File: src/rtl/adaptive_threshold_sequencer.sv
// adaptive_threshold_sequencer
//
// Run controller for the adaptive-thresholding pipeline. A start request
// clears the processing stages, then steps the shared global_state bus
// through the local-mean stage and the threshold stage. Each stage is
// guarded by a timeout, and the shared image-memory read address is routed
// to whichever stage (or the display path) currently owns it.
//
// Ports:
//   clock, not_reset           system clock, asynchronous active-low reset
//   start, abort               run / cancel requests from the board controls
//   c_in, c_out                constant C from the switches, latched copy
//   global_state               stage select bus (0 IDLE, 1 MEAN, 2 THRESHOLD,
//                              3 DONE, 4 CLEAR, 7 ERROR)
//   stage_not_reset            registered active-low clear to the stages
//   mean_finished              level flag from the mean stage
//   threshold_finished         level flag from the threshold stage
//   mean_col/row, thr_col/row,
//   disp_col/row               address requests from the three users
//   mem_col/row                address to the shared image memory
//   busy, done, error          registered status decodes of the state
module adaptive_threshold_sequencer #(
    parameter int WIDTH_BITS     = 8,
    parameter int HEIGHT_BITS    = 8,
    parameter int TIMEOUT_CYCLES = 2**(WIDTH_BITS + HEIGHT_BITS) + 1024,
    parameter int CLEAR_CYCLES   = 2
) (
    input  logic                   clock,
    input  logic                   not_reset,
    input  logic                   start,
    input  logic                   abort,
    input  logic [4:0]             c_in,
    output logic [4:0]             c_out,
    output logic [2:0]             global_state,
    output logic                   stage_not_reset,
    input  logic                   mean_finished,
    input  logic                   threshold_finished,
    input  logic [WIDTH_BITS-1:0]  mean_col,
    input  logic [HEIGHT_BITS-1:0] mean_row,
    input  logic [WIDTH_BITS-1:0]  thr_col,
    input  logic [HEIGHT_BITS-1:0] thr_row,
    input  logic [WIDTH_BITS-1:0]  disp_col,
    input  logic [HEIGHT_BITS-1:0] disp_row,
    output logic [WIDTH_BITS-1:0]  mem_col,
    output logic [HEIGHT_BITS-1:0] mem_row,
    output logic                   busy,
    output logic                   done,
    output logic                   error
);

    // Counters only ever need to hold their terminal value (limit - 1).
    localparam int TIMEOUT_W = (TIMEOUT_CYCLES > 1) ? $clog2(TIMEOUT_CYCLES) : 1;
    localparam int CLEAR_W   = (CLEAR_CYCLES > 1) ? $clog2(CLEAR_CYCLES) : 1;

    typedef enum logic [2:0] {
        ST_IDLE      = 3'd0,
        ST_MEAN      = 3'd1,
        ST_THRESHOLD = 3'd2,
        ST_DONE      = 3'd3,
        ST_CLEAR     = 3'd4,
        ST_ERROR     = 3'd7
    } state_t;

    state_t               state;
    state_t               next_state;
    logic [TIMEOUT_W-1:0] timeout_count;
    logic [CLEAR_W-1:0]   clear_count;
    logic                 timeout_hit;
    logic                 clear_last;

    assign timeout_hit  = (timeout_count == TIMEOUT_W'(TIMEOUT_CYCLES - 1));
    assign clear_last   = (clear_count == CLEAR_W'(CLEAR_CYCLES - 1));
    assign global_state = state;

    // State register.
    always_ff @(posedge clock or negedge not_reset) begin
        if (!not_reset) begin
            state <= ST_IDLE;
        end else begin
            state <= next_state;
        end
    end

    // Next-state logic. Abort outranks finished, which outranks timeout;
    // start is only honoured while no run is in progress.
    always_comb begin
        next_state = state;
        case (state)
            ST_IDLE, ST_DONE, ST_ERROR: begin
                if (start) begin
                    next_state = ST_CLEAR;
                end
            end
            ST_CLEAR: begin
                if (abort) begin
                    next_state = ST_IDLE;
                end else if (clear_last) begin
                    next_state = ST_MEAN;
                end
            end
            ST_MEAN: begin
                if (abort) begin
                    next_state = ST_IDLE;
                end else if (mean_finished) begin
                    next_state = ST_THRESHOLD;
                end else if (timeout_hit) begin
                    next_state = ST_ERROR;
                end
            end
            ST_THRESHOLD: begin
                if (abort) begin
                    next_state = ST_IDLE;
                end else if (threshold_finished) begin
                    next_state = ST_DONE;
                end else if (timeout_hit) begin
                    next_state = ST_ERROR;
                end
            end
            default: begin
                next_state = ST_IDLE;
            end
        endcase
    end

    // Shared memory address follows the current owner of the bus.
    always_comb begin
        mem_col = disp_col;
        mem_row = disp_row;
        case (state)
            ST_MEAN: begin
                mem_col = mean_col;
                mem_row = mean_row;
            end
            ST_THRESHOLD: begin
                mem_col = thr_col;
                mem_row = thr_row;
            end
            default: begin
                mem_col = disp_col;
                mem_row = disp_row;
            end
        endcase
    end

    // Counters and registered outputs. Outputs decode next_state so they
    // change on the same edge as the state register itself. A counter only
    // advances while the state holds, so every stage entry starts from 0 and
    // the timeout counter never wraps (the stage is left at its limit).
    always_ff @(posedge clock or negedge not_reset) begin
        if (!not_reset) begin
            timeout_count   <= '0;
            clear_count     <= '0;
            c_out           <= '0;
            stage_not_reset <= 1'b0;
            busy            <= 1'b0;
            done            <= 1'b0;
            error           <= 1'b0;
        end else begin
            if ((next_state == state) &&
                ((state == ST_MEAN) || (state == ST_THRESHOLD))) begin
                timeout_count <= timeout_count + TIMEOUT_W'(1);
            end else begin
                timeout_count <= '0;
            end

            if ((state == ST_CLEAR) && (next_state == ST_CLEAR)) begin
                clear_count <= clear_count + CLEAR_W'(1);
            end else begin
                clear_count <= '0;
            end

            if ((next_state == ST_CLEAR) && (state != ST_CLEAR)) begin
                c_out <= c_in;
            end

            stage_not_reset <= (next_state == ST_MEAN) ||
                               (next_state == ST_THRESHOLD) ||
                               (next_state == ST_DONE);
            busy            <= (next_state == ST_CLEAR) ||
                               (next_state == ST_MEAN) ||
                               (next_state == ST_THRESHOLD);
            done            <= (next_state == ST_DONE);
            error           <= (next_state == ST_ERROR);
        end
    end

endmodule

File: config.mk
export PLATFORM = sky130hd
export DESIGN_NAME = adaptive_threshold_sequencer
export DESIGN_NICKNAME = d
export VERILOG_FILES = /design/src/rtl/adaptive_threshold_sequencer.sv
export SDC_FILE = /design/constraint.sdc
export NUM_CORES = 1
export LEC_CHECK = 0
export BUFFER_PORTS_ARGS = -buffer_cell sky130_fd_sc_hd__buf_2
export CORE_ASPECT_RATIO = 0.9
export CORE_MARGIN = 2
export CORE_UTILIZATION = 50
export DETAILED_ROUTE_END_ITERATION = 7
export PLACE_DENSITY = 0.83
export RECOVER_POWER = 25
export SYNTH_ARGS = -nofsm -noshare
export SYNTH_HDL_FRONTEND = slang
export SYNTH_SLANG_ARGS = --single-unit
export TNS_END_PERCENT = 50
File: constraint.sdc
create_clock -name clock -period 4.96 [get_ports clock]
set_input_delay 0 -clock clock [delete_from_list [all_inputs] [get_ports clock]]
set_output_delay 0 -clock clock [all_outputs]
set_load 0.005 [all_outputs]
==> flow_metrics.py, run 1 <==
metrics = {
    "run_status": {
        "run_status": "complete, but fails checks",
        "violations": "max-capacitance violations, max-slew violations",
    },
    "finish": {
        "layout-drive-gt1-share_pct": 29.43,
        "synthToLayoutAreaGrowth_pct": 27.81,
        "insertedDiodeCount": 0,
        "layout.nets": 426,
        "design_area_mm2": 0.002685,
    },
    "synth": {
        "synth.net_count": 343,
        "ys_top_cells_by_count": "84 x nor2_1, 54 x a21oi_1, 30 x dfrtp_1",
        "ys_seq_elements": 30,
        "synth_largest_area_cell": "dfrtp_1",
        "syn_avg_cell_area_um2": 7.423,
        "synth_area_mm2": 0.002101,
        "yosys.cell_types.count": 41,
        "synth_cells": 283,
        "seq_area_frac_synth_pct": 35.74,
        "async_reset_ff_share_pct": 100.0,
        "prevailing_post_synth_register_cell": "dfrtp_1",
        "post-synth-top-count-cell": "nor2_1",
        "count_of_flip_flops_with_a_built_in_enable_after_synthesis": 0,
        "synthTopCellsByArea": "dfrtp_1 36%, nor2_1 15%, a21oi_1 13%, o22ai_1 5.1%, xor2_1 3.8%",
        "yosys.area.top_type_share_pct": 35.74,
        "yosysWarningCount": 0,
    },
    "worst_setup_path": {
        "crit_arrival_ps": 2680,
        "critPathKind": "reg2reg",
        "critical_path_slowest_stage_cell": "o31ai_1",
        "worst-path-max-fanout": 43,
        "slowest_delay_ps": 620,
        "setup.worst_path.end_class": "register",
        "cp.required_ps": 5090,
        "worst_setup_path_start_kind": "register",
        "sequence_of_cells_on_the_critical_path": "buf_4 -> clkinv_1 -> nand3_1 -> o21ai_0 -> o31ai_1 -> a21boi_0",
    },
    "flow_run": {
        "maxCapViolCount": 1,
    },
    "clock_network": {
        "cts.sinks": 30,
        "clock_transition_time_at_the_flip_flop_clock_pins_of_the_worst_setup_and_hold_paths_ps": 60,
        "cts-buffers-inserted": 5,
        "cts-root-to-sink-buffers": 2,
        "post-cts-setup-buffers": 0,
        "clock_latency_ps": 290,
        "cts_tree": "yes",
        "cts_root_buf": "clkbuf_8",
        "htree_num_levels": 2,
    },
    "sta": {
        "slew_violations": 31,
        "timing.final.crit_period_ps": 2547,
        "sum_of_negative_setup_slack_ps": 0,
        "timing.max_slew.rel_slack_pct": -3.801,
        "finalHoldViolations": 0,
        "max_slew.worst_pin.slew_ps": 1557,
        "setup_viol": 0,
        "achievable-frequency_mhz": 392.6,
        "rsz0062_at_grt": "false",
        "setup_clock_skew_after_layout_ps": 5.406,
        "final.period_utilization_pct": 51.35,
    },
    "grt": {
        "antenna_found_initial": 0,
        "pin_count_of_the_biggest_net_entering_global_routing": 77,
        "via_count_of_the_first_global_routing_pass": 1883,
        "globalRouteTotalUtil_pct": 22.54,
        "grt_ovf": 0,
        "grt_pass1_wl_um": 8349,
    },
    "floorplan": {
        "row_count": 22,
        "floorplan.initialDensity_pct": 51.92,
        "die_h_um": 65.50,
        "full_die_area_mm2": 0.004737,
        "std_cell_core_area_mm2": 0.004046,
        "die-width_um": 72.33,
        "io_pins": 87,
    },
    "pwr": {
        "p_int_uw": 552.8,
        "pwr_density_cell_mw_per_mm2": 326.1,
        "clock_power_share_pct": 23.2,
        "power.static_leakage_uw": 0.001332,
        "share_seq_of_total_power_pct": 34.3,
        "max-vdd-ir-drop_uv": 308.8,
        "p_switching_uw": 322.7,
        "switching_share_pct": 36.86,
        "pwr-share-comb_pct": 42.6,
    },
    "routing": {
        "route.antenna.remaining_nets": 0,
        "drt-wirelength-per-cell_um": 12.48,
        "drc_violation_total_after_the_first_tritonroute_iteration": 180,
        "num_vias": 2228,
        "detail_route.first_pass.iterations": 4,
        "drt_drc_violations_left": 0,
        "drt_wl_total_um": 5180,
        "detail_route.vias_per_cell": 5.369,
    },
    "hold_path": {
        "hp-class": "in2reg",
    },
    "place": {
        "postPlaceCellArea_mm2": 0.002526,
        "place_congestion": 0.8030,
        "io_buffers": 86,
        "dpl.hpwl_um": 3498,
    },
}
==> critical path: cells and delay by family (launching register included) <==
kind                   cells  cell delay, ps
AND/OR/NAND/NOR            1             250
flip-flops                 1             320
AO/OA/AOI/OAI              3             930
buffers and inverters      2             880
==> through the flow <==
stage                     utilization, %  hold slack, ps  std cells  setup WS [ps]  total power, uW
after floorplan                        -          -295.6        283           3158            548.6
after CTS                          66.42           186.8        415           2437            875.2
after detailed placement           62.43           64.45        400           2492            664.5
final                              66.36           201.0        415           2413            875.5
after global placement             62.43           62.09        400           2579            657.2
after global routing               66.36           221.8        415           2182            944.9
==> cells in the final DEF (no fill, tap or decap), drive strengths merged, types with 2 or more instances in the layout <==
master / synthesis / layout
nand3: 6 / 6
o211ai: 2 / 2
xnor2: 2 / 2
nor2: 84 / 84
or3: 4 / 4
clkbuf: 13 / 9
buf: 5 / 85
o22ai: 17 / 17
dlygate4sd3: 0 / 7
clkinv: 1 / 2
nand4: 3 / 3
nand2: 11 / 11
nor3: 5 / 5
o21ai: 6 / 6
or2: 2 / 2
nor4b: 3 / 3
inv: 4 / 4
and3: 3 / 3
a21oi: 54 / 54
xor2: 9 / 9
mux2: 5 / 5
dfrtp: 30 / 30
==> layer usage <==
layer | part of all wire [%] | GRT usage (%) | up-vias
li1 | - | - | 1152
met1 | 44 | 29.52 | 1011
met2 | 50 | 36.24 | 56
met3 | 4.7 | 5.828 | 9
met4 | 1.5 | 7.547 | 0
met5 | 0 | 0 | -
==> state kept, by name (all words and copies together), names as in the netlist <==
signal and flops:
timeout_count 17, c_out 5, global_state 3, busy 1, clear_count 1, done 1, error 1, stage_not_reset 1
==> power groups by stage <==
stage | combinational (uW) | clock (uW) | sequential, uW
final | 373 | 203 | 300
after global routing | 420 | 221 | 304
after CTS | 371 | 206 | 298
after detailed placement | 364 | 0 | 300
after global placement | 357 | 0 | 300
after floorplan | 246 | 0 | 303
==> worst paths after layout <==
check | startpoint | slack (ps) | endpoint | cells after the start
worst max register to register | global_state[2]$_DFF_PN0_ | 2410 | error$_DFF_PN0_ | 6
worst min register to register | clear_count$_DFF_PN0_ | 460 | clear_count$_DFF_PN0_ | 1
worst min-delay path | mean_finished | 200 | global_state[1]$_DFF_PN0_ | 4
min in group asynchronous | not_reset | 630 | busy$_DFF_PN0_ | 2
max in group asynchronous | not_reset | 3310 | global_state[0]$_DFF_PN0_ | 2
worst max-delay path | global_state[2]$_DFF_PN0_ | 2410 | error$_DFF_PN0_ | 6
==> cells by family after synthesis <==
kind of cell / synth area share, %
AOI/OAI and AO/OA: 23.29
xor gates and xnor gates: 4.586
buffers and inverters: 4.407
and+or+nand+nor: 28.23
muxes: 3.156
DFF: 35.74
adders and majority gates: 0.5955
==> what timing repair did <==
item | 4_1_cts | 5_1_grt
resized for setup | 0 | 0
hold endpoints to repair | 36 | 0
hold buffers | 7 | 0
==> layout make-up <==
type	instances	area, um^2
fillers	341	1361
clock inverters	1	5.005
flip-flops and latches	30	752.0
multi-input cells	230	1257
inverters	5	18.77
repair buffers	94	505.5
clock buffers	7	86.33
well taps	48	60.06
Note: power is estimated with default switching activity, not from simulation.
==> inputs of run 2 (changes only) <==
--- a/config.mk
+++ b/config.mk
@@ -8,9 +8,9 @@
 export BUFFER_PORTS_ARGS = -buffer_cell sky130_fd_sc_hd__buf_2
 export CORE_ASPECT_RATIO = 0.9
 export CORE_MARGIN = 2
-export CORE_UTILIZATION = 50
+export CORE_UTILIZATION = 48
 export DETAILED_ROUTE_END_ITERATION = 7
-export PLACE_DENSITY = 0.83
+export PLACE_DENSITY = 0.8
 export RECOVER_POWER = 25
 export SYNTH_ARGS = -nofsm -noshare
 export SYNTH_HDL_FRONTEND = slang
==> constraint.sdc (replaced) <==
create_clock -name clock -period 2.56 [get_ports clock]
set_input_delay 0 -clock clock [delete_from_list [all_inputs] [get_ports clock]]
set_output_delay 0 -clock clock [all_outputs]
set_load 0.005 [all_outputs]
==> flow_metrics.py, run 2 (synthesis results as in run 1) <==
metrics = {
    "run_status": {
        "run_status": "complete, but fails checks",
        "violations": "max-capacitance violations, max-slew violations",
    },
    "worst_setup_path": {
        "timing.reg2reg.worst_path_depth": 4,
        "cp.required_ps": 2690,
        "setup.worst_path.end_class": "register",
        "worst-path-max-fanout": 26,
        "slowest_delay_ps": 650,
        "worst_setup_path_start_kind": "register",
        "worst-r2r-setup-slack_ps": 460,
        "r2r_start": "global_state[1]$_DFF_PN0_",
        "critical_path_slowest_stage_cell": "dfrtp_1",
        "reg2reg_end": "error$_DFF_PN0_",
        "sequence_of_cells_on_the_critical_path": "buf_4 -> o21ai_0 -> o31ai_1 -> a21boi_0",
        "critPathKind": "reg2reg",
        "crit_arrival_ps": 2230,
    },
    "routing": {
        "drc_violation_total_after_the_first_tritonroute_iteration": 194,
        "drt_wl_total_um": 5438,
        "num_vias": 2264,
        "detail_route.first_pass.iterations": 4,
        "detail_route.vias_per_cell": 5.416,
        "route.antenna.remaining_nets": 0,
        "drt-wirelength-per-cell_um": 13.01,
        "drt_drc_violations_left": 0,
    },
    "sta": {
        "timing.max_slew.rel_slack_pct": -3.122,
        "achievable-frequency_mhz": 476.0,
        "setup_viol": 0,
        "finalHoldViolations": 0,
        "max_slew.worst_pin.slew_ps": 1547,
        "final.period_utilization_pct": 82.07,
        "rsz0062_at_grt": "false",
        "timing.final.crit_period_ps": 2101,
        "setup_clock_skew_after_layout_ps": 7.406,
        "slew_violations": 31,
        "sum_of_negative_setup_slack_ps": 0,
    },
    "floorplan": {
        "floorplan.initialDensity_pct": 50.88,
        "full_die_area_mm2": 0.004923,
        "row_count": 22,
        "die_h_um": 66.76,
        "io_pins": 87,
        "die-width_um": 73.74,
        "std_cell_core_area_mm2": 0.004129,
    },
    "hold_path": {
        "hold-path-endpoint": "global_state[1]$_DFF_PN0_",
        "min_delay_path_depth": 4,
        "hp-class": "in2reg",
        "hold_start": "mean_finished",
    },
    "pwr": {
        "share_seq_of_total_power_pct": 34.9,
        "switching_share_pct": 37.11,
        "totalPowerFinal_uw": 1716,
        "p_int_uw": 1079,
        "power.static_leakage_uw": 0.001336,
        "pwr_density_cell_mw_per_mm2": 634.8,
        "pwr-share-comb_pct": 41.8,
        "p_switching_uw": 636.9,
        "clock_power_share_pct": 23.3,
        "max-vdd-ir-drop_uv": 561.2,
    },
    "grt": {
        "antenna_found_initial": 0,
        "globalRouteTotalUtil_pct": 22.87,
        "grt_ovf": 0,
        "pin_count_of_the_biggest_net_entering_global_routing": 54,
        "via_count_of_the_first_global_routing_pass": 1873,
        "grt_pass1_wl_um": 8652,
    },
    "finish": {
        "largest_register_ff_count": 17,
        "regMostFlops": "timeout_count",
        "layout.nets": 429,
        "layout-drive-gt1-share_pct": 29.19,
        "synthToLayoutAreaGrowth_pct": 28.71,
        "insertedDiodeCount": 0,
        "top_library_cells_by_usage_in_the_layout_fill_and_taps_aside": "84 x nor2_1, 81 x buf_2, 54 x a21oi_1, 29 x dfrtp_1, 17 x o22ai_1",
        "most_common_cell_after_layout_fill_and_taps_aside": "nor2_1",
    },
    "clock_network": {
        "clock_latency_ps": 290,
        "htree_num_levels": 2,
        "cts_root_buf": "clkbuf_8",
        "post-cts-setup-buffers": 0,
        "cts_tree": "yes",
        "cts-root-to-sink-buffers": 2,
        "clock_transition_time_at_the_flip_flop_clock_pins_of_the_worst_setup_and_hold_paths_ps": 60,
        "cts-buffers-inserted": 5,
        "cts.sinks": 30,
    },
    "place": {
        "dpl.hpwl_um": 3672,
        "io_buffers": 86,
        "place_congestion": 0.7999,
    },
    "flow_run": {
        "maxCapViolCount": 1,
    },
}
-- run 2: routing by layer --
| layer | vias up | global-route usage, % | part of all wire [%] |
|---|---|---|---|
| met3 | 8 | 4.539 | 4.5 |
| met2 | 64 | 38.39 | 52 |
| met4 | 0 | 6.818 | 1.3 |
| met5 | - | 0 | 0 |
| li1 | 1163 | - | - |
| met1 | 1029 | 29.68 | 42 |
-- run 2: worst max path at each step --
| stage | slack, ps | endpoint | from |
|---|---|---|---|
| global placement | 590 | error$_DFF_PN0_ | global_state[1]$_DFF_PN0_ |
| global route | 250 | error$_DFF_PN0_ | global_state[1]$_DFF_PN0_ |
| floorplan | 760 | c_out[0]$_DFFE_PN0P_ | timeout_count[6]$_DFF_PN0_ |
| detailed placement | 500 | busy$_DFF_PN0_ | global_state[1]$_DFF_PN0_ |
| finish | 460 | error$_DFF_PN0_ | global_state[1]$_DFF_PN0_ |
| CTS | 500 | busy$_DFF_PN0_ | global_state[1]$_DFF_PN0_ |
-- run 2: layout make-up --
cell class                      instances  area, um^2
Sequential cell                        30       752.0
Clock inverter                          1       5.005
Tap cell                               48       60.06
Inverter                                5       18.77
Timing Repair Buffer                   97       524.3
Clock buffer                            7       86.33
Multi-Input combinational cell        230        1257
Fill cell                             349        1425
-- run 2: repair_timing --
item                                   4_1_cts  5_1_grt
gates resized for setup                      0        0
endpoints found under the hold margin       36        0
setup endpoints to repair                    0        0
hold buffers                                 7        0
-- run 2: power by group through the flow --
| stage | clock [uW] | combinational (uW) | sequential (uW) |
|---|---|---|---|
| finish | 400 | 717 | 599 |
| global route | 424 | 810 | 608 |
| CTS | 399 | 725 | 596 |
| detailed placement | 0 | 712 | 601 |
| global placement | 0 | 692 | 595 |
| floorplan | 0 | 476 | 587 |
-- run 2: through the flow --
stage               setup slack [ps]  area, um^2  std cells  hold WS, ps  utilization [%]
floorplan                      757.9        2101        283       -295.6                -
global placement               594.6        2549        403        60.91            61.73
detailed placement             502.4        2549        403        58.12            61.73
CTS                            498.4        2710        418        182.5            65.64
global route                   247.1        2704        418        216.8            65.48
finish                         459.1        2704        418        213.1            65.48
-- run 2: critical path: cells and delay by family, from the launching register on --
| family | cells | cell delay [ps] |
|---|---|---|
| buffers and inverters | 1 | 360 |
| flip-flops | 1 | 650 |
| AO/OA/AOI/OAI | 3 | 930 |
==> inputs of run 3 (changes only) <==
--- a/config.mk
+++ b/config.mk
@@ -5,12 +5,13 @@
 export SDC_FILE = /design/constraint.sdc
 export NUM_CORES = 1
 export LEC_CHECK = 0
+export ABC_AREA = 1
 export BUFFER_PORTS_ARGS = -buffer_cell sky130_fd_sc_hd__buf_2
 export CORE_ASPECT_RATIO = 0.9
 export CORE_MARGIN = 2
-export CORE_UTILIZATION = 48
+export CORE_UTILIZATION = 42
 export DETAILED_ROUTE_END_ITERATION = 7
-export PLACE_DENSITY = 0.8
+export PLACE_DENSITY = 0.76
 export RECOVER_POWER = 25
 export SYNTH_ARGS = -nofsm -noshare
 export SYNTH_HDL_FRONTEND = slang
==> constraint.sdc (replaced) <==
create_clock -name clock -period 1.73 [get_ports clock]
set_input_delay 0 -clock clock [delete_from_list [all_inputs] [get_ports clock]]
set_output_delay 0 -clock clock [all_outputs]
set_load 0.005 [all_outputs]
==> flow_metrics.py, run 3 <==
metrics = {
    "grt": {
        "pin_count_of_the_biggest_net_entering_global_routing": 31,
        "grt_ovf": 0,
        "antenna_found_initial": 0,
        "globalRouteTotalUtil_pct": 19.76,
        "via_count_of_the_first_global_routing_pass": 1801,
        "grt_pass1_wl_um": 7638,
    },
    "worst_setup_path": {
        "reg2reg_end": "timeout_count[4]$_DFF_PN0_",
        "critical_path_buf_inv_count": 1,
        "sequence_of_cells_on_the_critical_path": "ha_4 -> nand3_4 -> nor3_4 -> nand2_2 -> nand2_1 -> nand2_1 -> nand2_2 -> nand2_2 -> nand2_2 -> nand2_2 -> nand3_4 -> buf_12 -> nor2_1",
        "worst-r2r-setup-slack_ps": -60,
        "cp.required_ps": 1910,
        "crit_top_cell": "nand2_2",
        "r2r_start": "timeout_count[1]$_DFF_PN0_",
        "slowest_delay_ps": 400,
        "critical_path_end": "timeout_count[4]$_DFF_PN0_",
        "worst-path-max-fanout": 9,
        "worst_setup_path_start_kind": "register",
        "crit_arrival_ps": 1970,
        "critPathKind": "reg2reg",
        "startpoint": "timeout_count[1]$_DFF_PN0_",
        "setup.worst_path.end_class": "register",
        "timing.reg2reg.worst_path_depth": 13,
        "worst-path-stages": 13,
        "critical_path_slowest_stage_cell": "dfrtp_1",
        "path_delay_family": "simple AND/OR/NAND/NOR gates",
    },
    "floorplan": {
        "row_count": 23,
        "die_h_um": 67.92,
        "floorplan.initialDensity_pct": 43.31,
        "die-width_um": 75.03,
        "std_cell_core_area_mm2": 0.004403,
        "io_pins": 87,
        "full_die_area_mm2": 0.005096,
    },
    "synth": {
        "seq_area_frac_synth_pct": 39.37,
        "yosysWarningCount": 0,
        "yosys.area.top_type_share_pct": 39.37,
        "post-synth-top-count-cell": "nand2_1",
        "synth_area_mm2": 0.001907,
        "ys_seq_elements": 30,
        "prevailing_post_synth_register_cell": "dfrtp_1",
        "async_reset_ff_share_pct": 100.0,
        "yosys.cell_types.count": 30,
        "synth_cells": 235,
        "synthTopCellsByArea": "dfrtp_1 39%, nand2_1 14%, nor2_4 7.1%, a22oi_1 6.3%, xor2_1 4.6%",
        "count_of_flip_flops_with_a_built_in_enable_after_synthesis": 0,
        "synth.net_count": 295,
        "synth_largest_area_cell": "dfrtp_1",
        "syn_avg_cell_area_um2": 8.114,
        "ys_top_cells_by_count": "73 x nand2_1, 30 x dfrtp_1, 21 x nor2_1",
    },
    "routing": {
        "drt_drc_violations_left": 0,
        "detail_route.first_pass.iterations": 4,
        "route.antenna.remaining_nets": 0,
        "num_vias": 1970,
        "drc_violation_total_after_the_first_tritonroute_iteration": 86,
        "drt-wirelength-per-cell_um": 11.47,
        "drt_wl_total_um": 4909,
        "detail_route.vias_per_cell": 4.603,
    },
    "sta": {
        "worst_slack_ps": -61.15,
        "achievable-frequency_mhz": 558.3,
        "timing.final.crit_period_ps": 1791,
        "setup_clock_skew_after_layout_ps": 10.48,
        "final.hold.worst_slack_ps": 129.2,
        "final.period_utilization_pct": 103.5,
        "timing.max_slew.rel_slack_pct": 49.78,
        "rsz0062_at_grt": "true",
        "slew_violations": 0,
        "max_slew.worst_pin.slew_ps": 753.3,
        "finalHoldViolations": 0,
        "setup_viol": 20,
        "sum_of_negative_setup_slack_ps": -881.1,
    },
    "clock_network": {
        "cts_tree": "yes",
        "htree_num_levels": 2,
        "clock_transition_time_at_the_flip_flop_clock_pins_of_the_worst_setup_and_hold_paths_ps": 80,
        "cts.sinks": 30,
        "cts-root-to-sink-buffers": 2,
        "cts_root_buf": "clkbuf_8",
        "clock_latency_ps": 290,
        "cts-buffers-inserted": 5,
    },
    "hold_path": {
        "hold_start": "start",
        "hp-class": "in2reg",
        "min_delay_path_depth": 4,
    },
    "finish": {
        "design_area_mm2": 0.002898,
        "largest_register_ff_count": 17,
        "layout-drive-gt1-share_pct": 45.08,
        "regMostFlops": "timeout_count",
        "top_library_cells_by_usage_in_the_layout_fill_and_taps_aside": "81 x buf_2, 71 x nand2_1, 30 x buf_4, 29 x dfrtp_1, 21 x nor2_1",
        "finalNonFillerCells": 428,
        "most_common_cell_after_layout_fill_and_taps_aside": "buf_2",
        "insertedDiodeCount": 0,
        "synthToLayoutAreaGrowth_pct": 51.97,
        "layout.nets": 425,
        "fillerInstances": 348,
        "final_core_utilization_pct": 65.81,
    },
    "place": {
        "place_congestion": 0.8743,
        "io_buffers": 86,
        "dpl_cells": 408,
        "dpl.hpwl_um": 3729,
        "postPlaceCellArea_mm2": 0.002649,
    },
    "pwr": {
        "p_int_uw": 1653,
        "pwr-share-comb_pct": 36.0,
        "clock_power_share_pct": 29.4,
        "power.static_leakage_uw": 0.001499,
        "pwr_density_cell_mw_per_mm2": 854.8,
        "p_switching_uw": 824.3,
        "switching_share_pct": 33.28,
        "share_seq_of_total_power_pct": 34.5,
        "max-vdd-ir-drop_uv": 949.3,
    },
    "run_status": {
        "violations": "negative setup slack",
        "run_status": "complete, but fails checks",
    },
    "flow_run": {
        "maxCapViolCount": 0,
    },
}
run 3: layer usage:
layer  up-vias  track usage (%)  part of all wire [%]
met4         0            8.036                   1.5
met3         8            4.124                   4.4
met5         -                0                     0
li1       1023                -                     -
met2        52            32.24                    50
met1       887            25.50                    44
run 3: worst min-delay path by stage:
stage	end	slack [ps]
global placement	timeout_count[3]$_DFF_PN0_	70
global route	global_state[2]$_DFF_PN0_	150
detailed placement	busy$_DFF_PN0_	90
CTS	global_state[2]$_DFF_PN0_	120
floorplan	busy$_DFF_PN0_	-300
finish	global_state[2]$_DFF_PN0_	130
run 3: logic make-up (layout without fill, tap and decap cells):
| group | count (synthesis) | count (layout) | synth area share [%] |
|---|---|---|---|
| compound gates | 24 | 24 | 8.924 |
| buf+inv | 27 | 158 | 6.430 |
| fa+ha+maj | 1 | 1 | 0.6561 |
| simple gates | 140 | 140 | 38.65 |
| xor+xnor | 13 | 13 | 5.971 |
| flops | 30 | 30 | 39.37 |
run 3: repair_timing:
action / CTS / global route
hold endpoints to repair: 36 / 0
hold buffers: 7 / 0
buffers inserted: 3 / 2
pin swaps: 3 / 5
resized for setup: 3 / 5
setup endpoints to repair: 25 / 42
run 3: worst register-to-register path, delay by kind of cell, from the launching register on:
family / cells / cell delay, ps
adder cells (fa/ha/maj): 1 / 170
AND/OR/NAND/NOR: 11 / 960
buffers and inverters: 1 / 150
flip-flops: 1 / 400
run 3: power groups by stage:
stage | clock (uW) | combinational, uW | sequential (uW)
6_report | 729 | 892 | 856
5_1_grt | 772 | 993 | 868
4_1_cts | 737 | 888 | 852
3_5_place_dp | 0 | 851 | 866
3_3_place_gp | 0 | 830 | 869
2_1_floorplan | 0 | 411 | 883
run 3: final cells by class:
cell class	count	area (um^2)	area share, %
tap	62	77.57	2.677
timing repair buffer	127	783.3	27.03
clock inverter	3	45.04	1.554
inverter	23	91.34	3.152
clock buffer	5	68.82	2.375
multi-input combinational	178	1080	37.26
sequential	30	752.0	25.95
run 3: per-stage QoR:
step                power, uW  setup WS [ps]
finish                   2477         -61.15
global route             2634         -229.9
CTS                      2478         -51.60
detailed placement       1716         -111.6
global placement         1699         -56.66
floorplan                1294         -10.08
